`config.mk`:
```
export PLATFORM = sky130hd
export DESIGN_NAME = uart_rx_recv
export DESIGN_NICKNAME = d
export VERILOG_FILES = /design/src/rtl/uart_pkg.sv /design/src/rtl/uart_rx_recv_sync_2ff.sv /design/src/rtl/uart_rx_recv.sv
export SDC_FILE = /design/constraint.sdc
export NUM_CORES = 1
export LEC_CHECK = 0
export CAP_MARGIN = 25
export CORE_MARGIN = 1.5
export CORE_UTILIZATION = 25
export DETAILED_ROUTE_END_ITERATION = 8
export GPL_TIMING_DRIVEN = 0
export HOLD_SLACK_MARGIN = 0.08
export PLACE_DENSITY_LB_ADDON = 0.05
export REMOVE_ABC_BUFFERS = 1
export SKIP_CTS_REPAIR_TIMING = 1
export SLEW_MARGIN = 25
export SYNTH_ARGS = -nofsm -noshare
export SYNTH_HDL_FRONTEND = slang
export SYNTH_SLANG_ARGS = --single-unit
export TNS_END_PERCENT = 10
```
`constraint.sdc`:
```
create_clock -name CLK -period 2.17 [get_ports CLK]
set_input_delay 0.217 -clock CLK [delete_from_list [all_inputs] [get_ports CLK]]
set_output_delay 0.217 -clock CLK [all_outputs]
set_load 0.02 [all_outputs]
```
`src/rtl/uart_pkg.sv`:
```
// Shared UART definitions: receiver state encoding, line levels and default frame geometry.
package uart_pkg;

  typedef enum logic [2:0] {
    IDLE      = 3'd0,
    START     = 3'd1,
    DATA      = 3'd2,
    STOP      = 3'd3,
    WAIT_HIGH = 3'd4
  } state_t;

  localparam logic START_LVL = 1'b0;
  localparam logic STOP_LVL  = 1'b1;
  localparam logic IDLE_LVL  = 1'b1;

  localparam int DEF_DW        = 8;
  localparam int DEF_SLOOP_MAX = 15;

endpackage

```
`src/rtl/uart_rx_recv_sync_2ff.sv`:
```
// Two-flop synchroniser for the asynchronous RX line; resets to the idle line level.
module sync_2ff #(
  parameter logic RST_VAL = 1'b1
) (
  input  logic clk,
  input  logic rst,
  input  logic d,
  output logic q
);

  logic meta_q;
  logic sync_q;

  always_ff @(posedge clk) begin
    if (rst) begin
      meta_q <= RST_VAL;
      sync_q <= RST_VAL;
    end else begin
      meta_q <= d;
      sync_q <= meta_q;
    end
  end

  assign q = sync_q;

endmodule

```
`src/rtl/uart_rx_recv.sv`:
```
// UART receiver: mid-bit sampling deframer with a one-entry output register.
// Handshake: valid=1 means dout holds an unread byte; ren while valid=1 consumes it on the next edge.
module uart_rx_recv
  import uart_pkg::*;
#(
  parameter int SLOOP_MAX = DEF_SLOOP_MAX,
  parameter int DW        = DEF_DW
) (
  input  logic          CLK,
  input  logic          RST,
  input  logic          RX,
  input  logic          ren,
  output logic [DW-1:0] dout,
  output logic          valid,
  output logic          ferr,
  output logic          ovr,
  output logic [2:0]    dbg_state
);

  localparam int SW = (SLOOP_MAX > 0) ? $clog2(SLOOP_MAX + 1) : 1;
  localparam int BW = (DW > 1) ? $clog2(DW) : 1;
  localparam logic [SW-1:0] HALF  = SW'(SLOOP_MAX / 2);
  localparam logic [SW-1:0] SMAX  = SW'(SLOOP_MAX);
  localparam logic [BW-1:0] BLAST = BW'(DW - 1);

  logic          rx_s;
  state_t        state_q, state_d;
  logic [SW-1:0] scnt_q, scnt_d;
  logic [BW-1:0] bcnt_q, bcnt_d;
  logic [DW-1:0] shreg_q, shreg_d;
  logic [DW-1:0] dout_q, dout_d;
  logic          valid_q, valid_d;
  logic          ferr_q, ferr_d;
  logic          ovr_q, ovr_d;
  logic          frame_done;

  sync_2ff #(.RST_VAL(IDLE_LVL)) u_sync (
    .clk (CLK),
    .rst (RST),
    .d   (RX),
    .q   (rx_s)
  );

  always_ff @(posedge CLK) begin
    if (RST) begin
      state_q <= IDLE;
      scnt_q  <= '0;
      bcnt_q  <= '0;
      shreg_q <= '0;
      dout_q  <= '0;
      valid_q <= 1'b0;
      ferr_q  <= 1'b0;
      ovr_q   <= 1'b0;
    end else begin
      state_q <= state_d;
      scnt_q  <= scnt_d;
      bcnt_q  <= bcnt_d;
      shreg_q <= shreg_d;
      dout_q  <= dout_d;
      valid_q <= valid_d;
      ferr_q  <= ferr_d;
      ovr_q   <= ovr_d;
    end
  end

  always_comb begin
    state_d    = state_q;
    scnt_d     = scnt_q;
    bcnt_d     = bcnt_q;
    shreg_d    = shreg_q;
    dout_d     = dout_q;
    valid_d    = valid_q;
    ferr_d     = 1'b0;
    ovr_d      = 1'b0;
    frame_done = 1'b0;

    if (ren && valid_q) valid_d = 1'b0;

    case (state_q)
      IDLE: begin
        if (rx_s == START_LVL) begin
          state_d = START;
          scnt_d  = '0;
        end
      end
      START: begin
        // Re-check the line half a bit in so short low glitches are rejected.
        if (scnt_q == HALF) begin
          if (rx_s != START_LVL) begin
            state_d = IDLE;
          end else begin
            state_d = DATA;
            scnt_d  = '0;
            bcnt_d  = '0;
          end
        end else begin
          scnt_d = scnt_q + 1'b1;
        end
      end
      DATA: begin
        if (scnt_q == SMAX) begin
          scnt_d          = '0;
          shreg_d[bcnt_q] = rx_s;
          if (bcnt_q == BLAST) state_d = STOP;
          else                 bcnt_d  = bcnt_q + 1'b1;
        end else begin
          scnt_d = scnt_q + 1'b1;
        end
      end
      STOP: begin
        if (scnt_q == SMAX) begin
          scnt_d = '0;
          if (rx_s == STOP_LVL) begin
            state_d    = IDLE;
            frame_done = 1'b1;
          end else begin
            ferr_d  = 1'b1;
            state_d = WAIT_HIGH;
          end
        end else begin
          scnt_d = scnt_q + 1'b1;
        end
      end
      WAIT_HIGH: begin
        if (rx_s == IDLE_LVL) state_d = IDLE;
      end
      default: state_d = IDLE;
    endcase

    // A read in the completion cycle frees the slot, so the new byte replaces the old one.
    if (frame_done) begin
      if (!valid_q || ren) begin
        dout_d  = shreg_q;
        valid_d = 1'b1;
      end else begin
        ovr_d = 1'b1;
      end
    end
  end

  assign dout      = dout_q;
  assign valid     = valid_q;
  assign ferr      = ferr_q;
  assign ovr       = ovr_q;
  assign dbg_state = state_q;

endmodule

```
* After elaboration in Yosys (flattened, before gate mapping) *
Index checks and enable logic that the tools add are counted.

cells by class
  $add $sub $neg = 2
  magnitude comparators = 2
  equal/unequal tests = 15
  multiplexer cells = 29
  bitwise operators = 3
  reductions and logical operators = 14

operators with widths
  operator                                             number
  2-to-1 mux 3 bit                                     11
  one-hot mux 3 bit (5 select lines)                   1
  inequality test 2 bit, second input constant         7
  2-to-1 mux 4 bit                                     3
  one-hot mux 4 bit (3 select lines)                   1
  2-to-1 mux 1 bit                                     9
  bitwise mux 8 bit                                    1
  equality test 3 x 2 -> 1 bit, second input constant  2
  equality test 3 bit, second input constant           2
  one-hot mux 3 bit (2 select lines)                   1
  AND reduction 6 bit                                  1
  AND reduction 5 bit                                  1
  adder 4 x 1 -> 4 bit, second input constant          1
  equality test 4 x 3 -> 1 bit, second input constant  1
  equality test 4 bit, second input constant           1
  < comparator 3 x 4 -> 1 bit, second input constant   1
  AND reduction 2 bit                                  2
  OR reduction 2 bit                                   2
  adder 3 x 1 -> 3 bit, second input constant          1
  demux 1 bit (select 3 bit)                           1
  equality test 3 x 1 -> 1 bit, second input constant  1
  >= comparator 3 x 1 -> 1 bit, second input constant  1
  zero test 3 bit                                      1
  NOT 1 bit                                            3
  other kinds (8)                                      9

word-level totals
  register bits = 31
  bits of input ports = 4
  output and inout port bits = 14
  logic and storage cells = 75

* Longest topological paths before layout *
  depth in word-level cells = 5
  depth in mapped cells = 7
  gate-level depth less buffers = 5

* Modules after synthesis *
Synthesis repeated with hierarchy kept, for this count alone.

second synthesis, totals
  cells, all modules = 156
  area total of the unflattened synthesis = 1,445.1 µm²

by module, submodules not included
  module        instances  cells each  area each (µm²)  seq. area each (µm²)
  uart_rx_recv  1          152         1,392.6          580.6
  sync_2ff      1          4           52.6             40.0

* Least setup slack after synthesis *
OpenSTA, ideal clock, no wires.

  path type = reg2reg
  start = reg scnt_q[0]
  end = reg dout_q[3], in the netlist dout[3]
  library setup time = 0.128 ns
  arrival = 1.463 ns
  data required time = 2.042 ns
  setup slack = 0.579 ns
  cell stages (with the launch flop) = 8
  path buffers = 2
  clock period less this slack = 1.591 ns
  cell sequence = dfxtp_1 ha_1 buf_4 nand4_2 nor4b_2 buf_4 mux2i_1 nor2_1

on the way
  cells in the longest elaborated chain, start to end = 4

ends and longest elaborated chain
  element                        RTL line             source
  from (decl)                    uart_rx_recv.sv:28   logic [SW-1:0] scnt_q, scnt_d;
  from (signal assigned)         uart_rx_recv.sv:56   scnt_q <= scnt_d;
  equality test 4 bit            uart_rx_recv.sv:111  if (scnt_q == SMAX) begin
  2-to-1 mux 1 bit               uart_rx_recv.sv:111
  2-to-1 mux 1 bit               uart_rx_recv.sv:79   case (state_q)
  AND reduction 2 bit (no line)  -
  to (signal assigned)           uart_rx_recv.sv:59   dout_q <= dout_d;
  to (decl)                      uart_rx_recv.sv:31   logic [DW-1:0] dout_q, dout_d;

No other way between the ends.
A chain may end at the register's enable or synchronous reset.

* Worst setup path after layout *
  start = reg scnt_q[0]
  end = reg dout_q[1], in the netlist dout[1]

The elaborated chain is that of the path after synthesis.

==> impl_metrics.toml <==
[logic_synthesis]
async_flop_share = 0
synth.top_cell.area_share = 0.420
synth_area_per_cell_sq_um = 9.48
synth_warnings = 0
synth_edf_count = 0
ys_ff_latch = 31
ys_seq_area_frac = 0.420
synthTopCellsByArea = "dfxtp_1, mux2i_1, nand2b_1, nor2_1, nor3_1"
synth_top_cell_by_area = "dfxtp_1"
yosys_most_used_dff = "dfxtp_1"
synthesis.instances = 156
syn-cell-area_sq_um = 1480
synth_cell_type_count = 35

[final_layout]
final_layout_size_suffix_gt1_frac = 0.112
area_growth_syn_to_layout_pct = 20.1
final_cell_mix = "dfxtp_1, mux2i_1, nor2_1"
layout_commonest_cell = "dfxtp_1"
finalInstanceArea_sq_um = 1780
n_antenna_cell = 0
layout.nets = 176
final_cells = 242

[setup_path]
reg2regPathDepth = 6
r2r_end = "dout[1]"
cp_max_fo = 8
critPathKind = "reg -> reg"
r2r-start = "scnt_q[0]"
critPathRequiredTime_ps = 2320
ff2ff_setup_slack_ps = 250
end_kind = "flop"
cp-start-kind = "flop"
arrival_ps = 2070

[clock_network]
cts_buffers = 5
root_buffer = "clkbuf_8"
cts.htree.levels = 2
clk_pin_slew_ps = 60
cts_tree = "built"
clock_sinks = 31
clock_latency_ps = 280
cts_buffer_depth = 2

[job]
drv_cap = 0

[timing]
fmaxAchievable_ghz = 0.520
setup_viol = 0
fin_crit_sh = 0.886
tns_ps = 0
slew_viol_final = 0
hold_violations = 0
grt_setup_unrepaired = "no"
finClkSkew_ps = 1.40
fin_crit_ps = 1920
relSlewSlack = 0.616
tightest_slew_ps = 576

[routing]
wl_um = 3050
drt_iter0_markers = 51
num_vias = 1132
vias_per_cell = 4.68
drc_errors = 0
drt-wirelength-per-cell_um = 12.6
ant_nets = 0
drtPass1Iterations = 4

[pwr]
power_mw = 1.04
p_leak_nw = 0.629
ir_drop_v = 0.000321
powerDensity_nw_per_um2 = 583

[placement]
dp_hpwl_um = 2030
routabilityCongestion = 0.749
dpl.cell_count = 233
io_buffers = 17
postPlaceCellArea_sq_um = 1670

[global_routing]
grt_max_degree = 36
use_met2 = 0.155
grt_use_total = 0.110
grt_pass1_vias = 1061
gr-usage-met1 = 0.144
met3_usage = 0.0469
overflow = 0
antenna_found_initial = 0
grt_pass1_wl_um = 5220
busiest_layer = "met2"

[die]
coreArea_sq_um = 5610
rows = 27
ios = 18
die_area_sq_um = 6390
die_h_um = 79.9
die_x_um = 79.9
initial_core_util = 0.264

[min_path]
hold_path_class = "reg -> reg"
worstHoldPathCells = 1
min_to = "u_sync.q"
hold_start = "u_sync.meta_q"

[status]
status = "complete, no violations"
==> layout make-up <==
class	count	area, sq um
fill	621	3830
multi-input combinational	113	798
sequential	31	621
timing repair buffer	18	185
tap	72	90.1
clock buffer	7	76.3
clock inverter	1	5.00
==> per-stage QoR <==
| step | hold slack [ps] | util | worst slack, ps |
|---|---|---|---|
| 6_report | 413 | 0.317 | 248 |
| 5_1_grt | 428 | 0.317 | 94.2 |
| 4_1_cts | 418 | 0.313 | -164 |
| 3_5_place_dp | 400 | 0.299 | -153 |
| 3_3_place_gp | 398 | 0.298 | -549 |
| 2_1_floorplan | 286 | - | 72.3 |
==> cell usage after synthesis (all sizes together), types with 2 or more instances <==
cell,instances
nand2b,16
a21oi,5
clkbuf,6
nor2,20
mux2i,20
nor4,3
a211oi,2
nor3b,2
ha,3
nand2,9
o21ai,2
buf,6
or3,2
dfxtp,31
or4,2
nor3,13
or2,2
==> flip-flops by register name, summed over array words and instances (netlist names) <==
name / flops
valid: 1
ovr: 1
u_sync.meta_q: 1
ferr: 1
scnt_q: 4
bcnt_q: 3
u_sync.q: 1
dout: 8
shreg_q: 8
dbg_state: 3
==> worst max-delay path: stages, from the launching register on <==
cell	delay (ps)
dfxtp_1	390
ha_1	430
nand4_2	210
nor4b_4	310
buf_12	180
mux2i_1	200
nor2_1	50
==> cells by family (layout without fill, tap and decap cells) <==
logic type                 after synthesis  in the layout  synth area share
DFF                                     31             31             0.420
muxes                                   20             20             0.135
and+or+nand+nor                         74             74             0.299
adders and majority gates                3              3            0.0254
AOI/OAI and AO/OA                       16             16            0.0736
buffers and inverters                   12             26            0.0465
==> how the worst max path moves through the flow <==
stage	startpoint	to	slack, ps	depth (start not counted)
after global routing	scnt_q[0]	shreg_q[1]	90	5
after global placement	scnt_q[0]	dout[7]	-550	5
after detailed placement	scnt_q[0]	dout[1]	-150	5
final	scnt_q[0]	dout[1]	250	6
after floorplan	scnt_q[0]	dout[0]	70	5
after CTS	scnt_q[0]	dout[1]	-160	5
==> metal layers <==
| metal | vias up | part of all wire |
|---|---|---|
| met2 | 24 | 0.42 |
| met4 | 0 | 0.013 |
| met1 | 528 | 0.52 |
| li1 | 575 | - |
| met3 | 5 | 0.042 |
| met5 | - | 0 |
==> report_power, final <==
part | total (mW) | internal (mW) | switching [mW]
combinational | 0.0308 | 0.0138 | 0.0169
clock | 0.427 | 0.224 | 0.202
sequential | 0.578 | 0.572 | 0.00560
total | 1.04 | 0.810 | 0.225
Power figures use the tool's default switching activity.
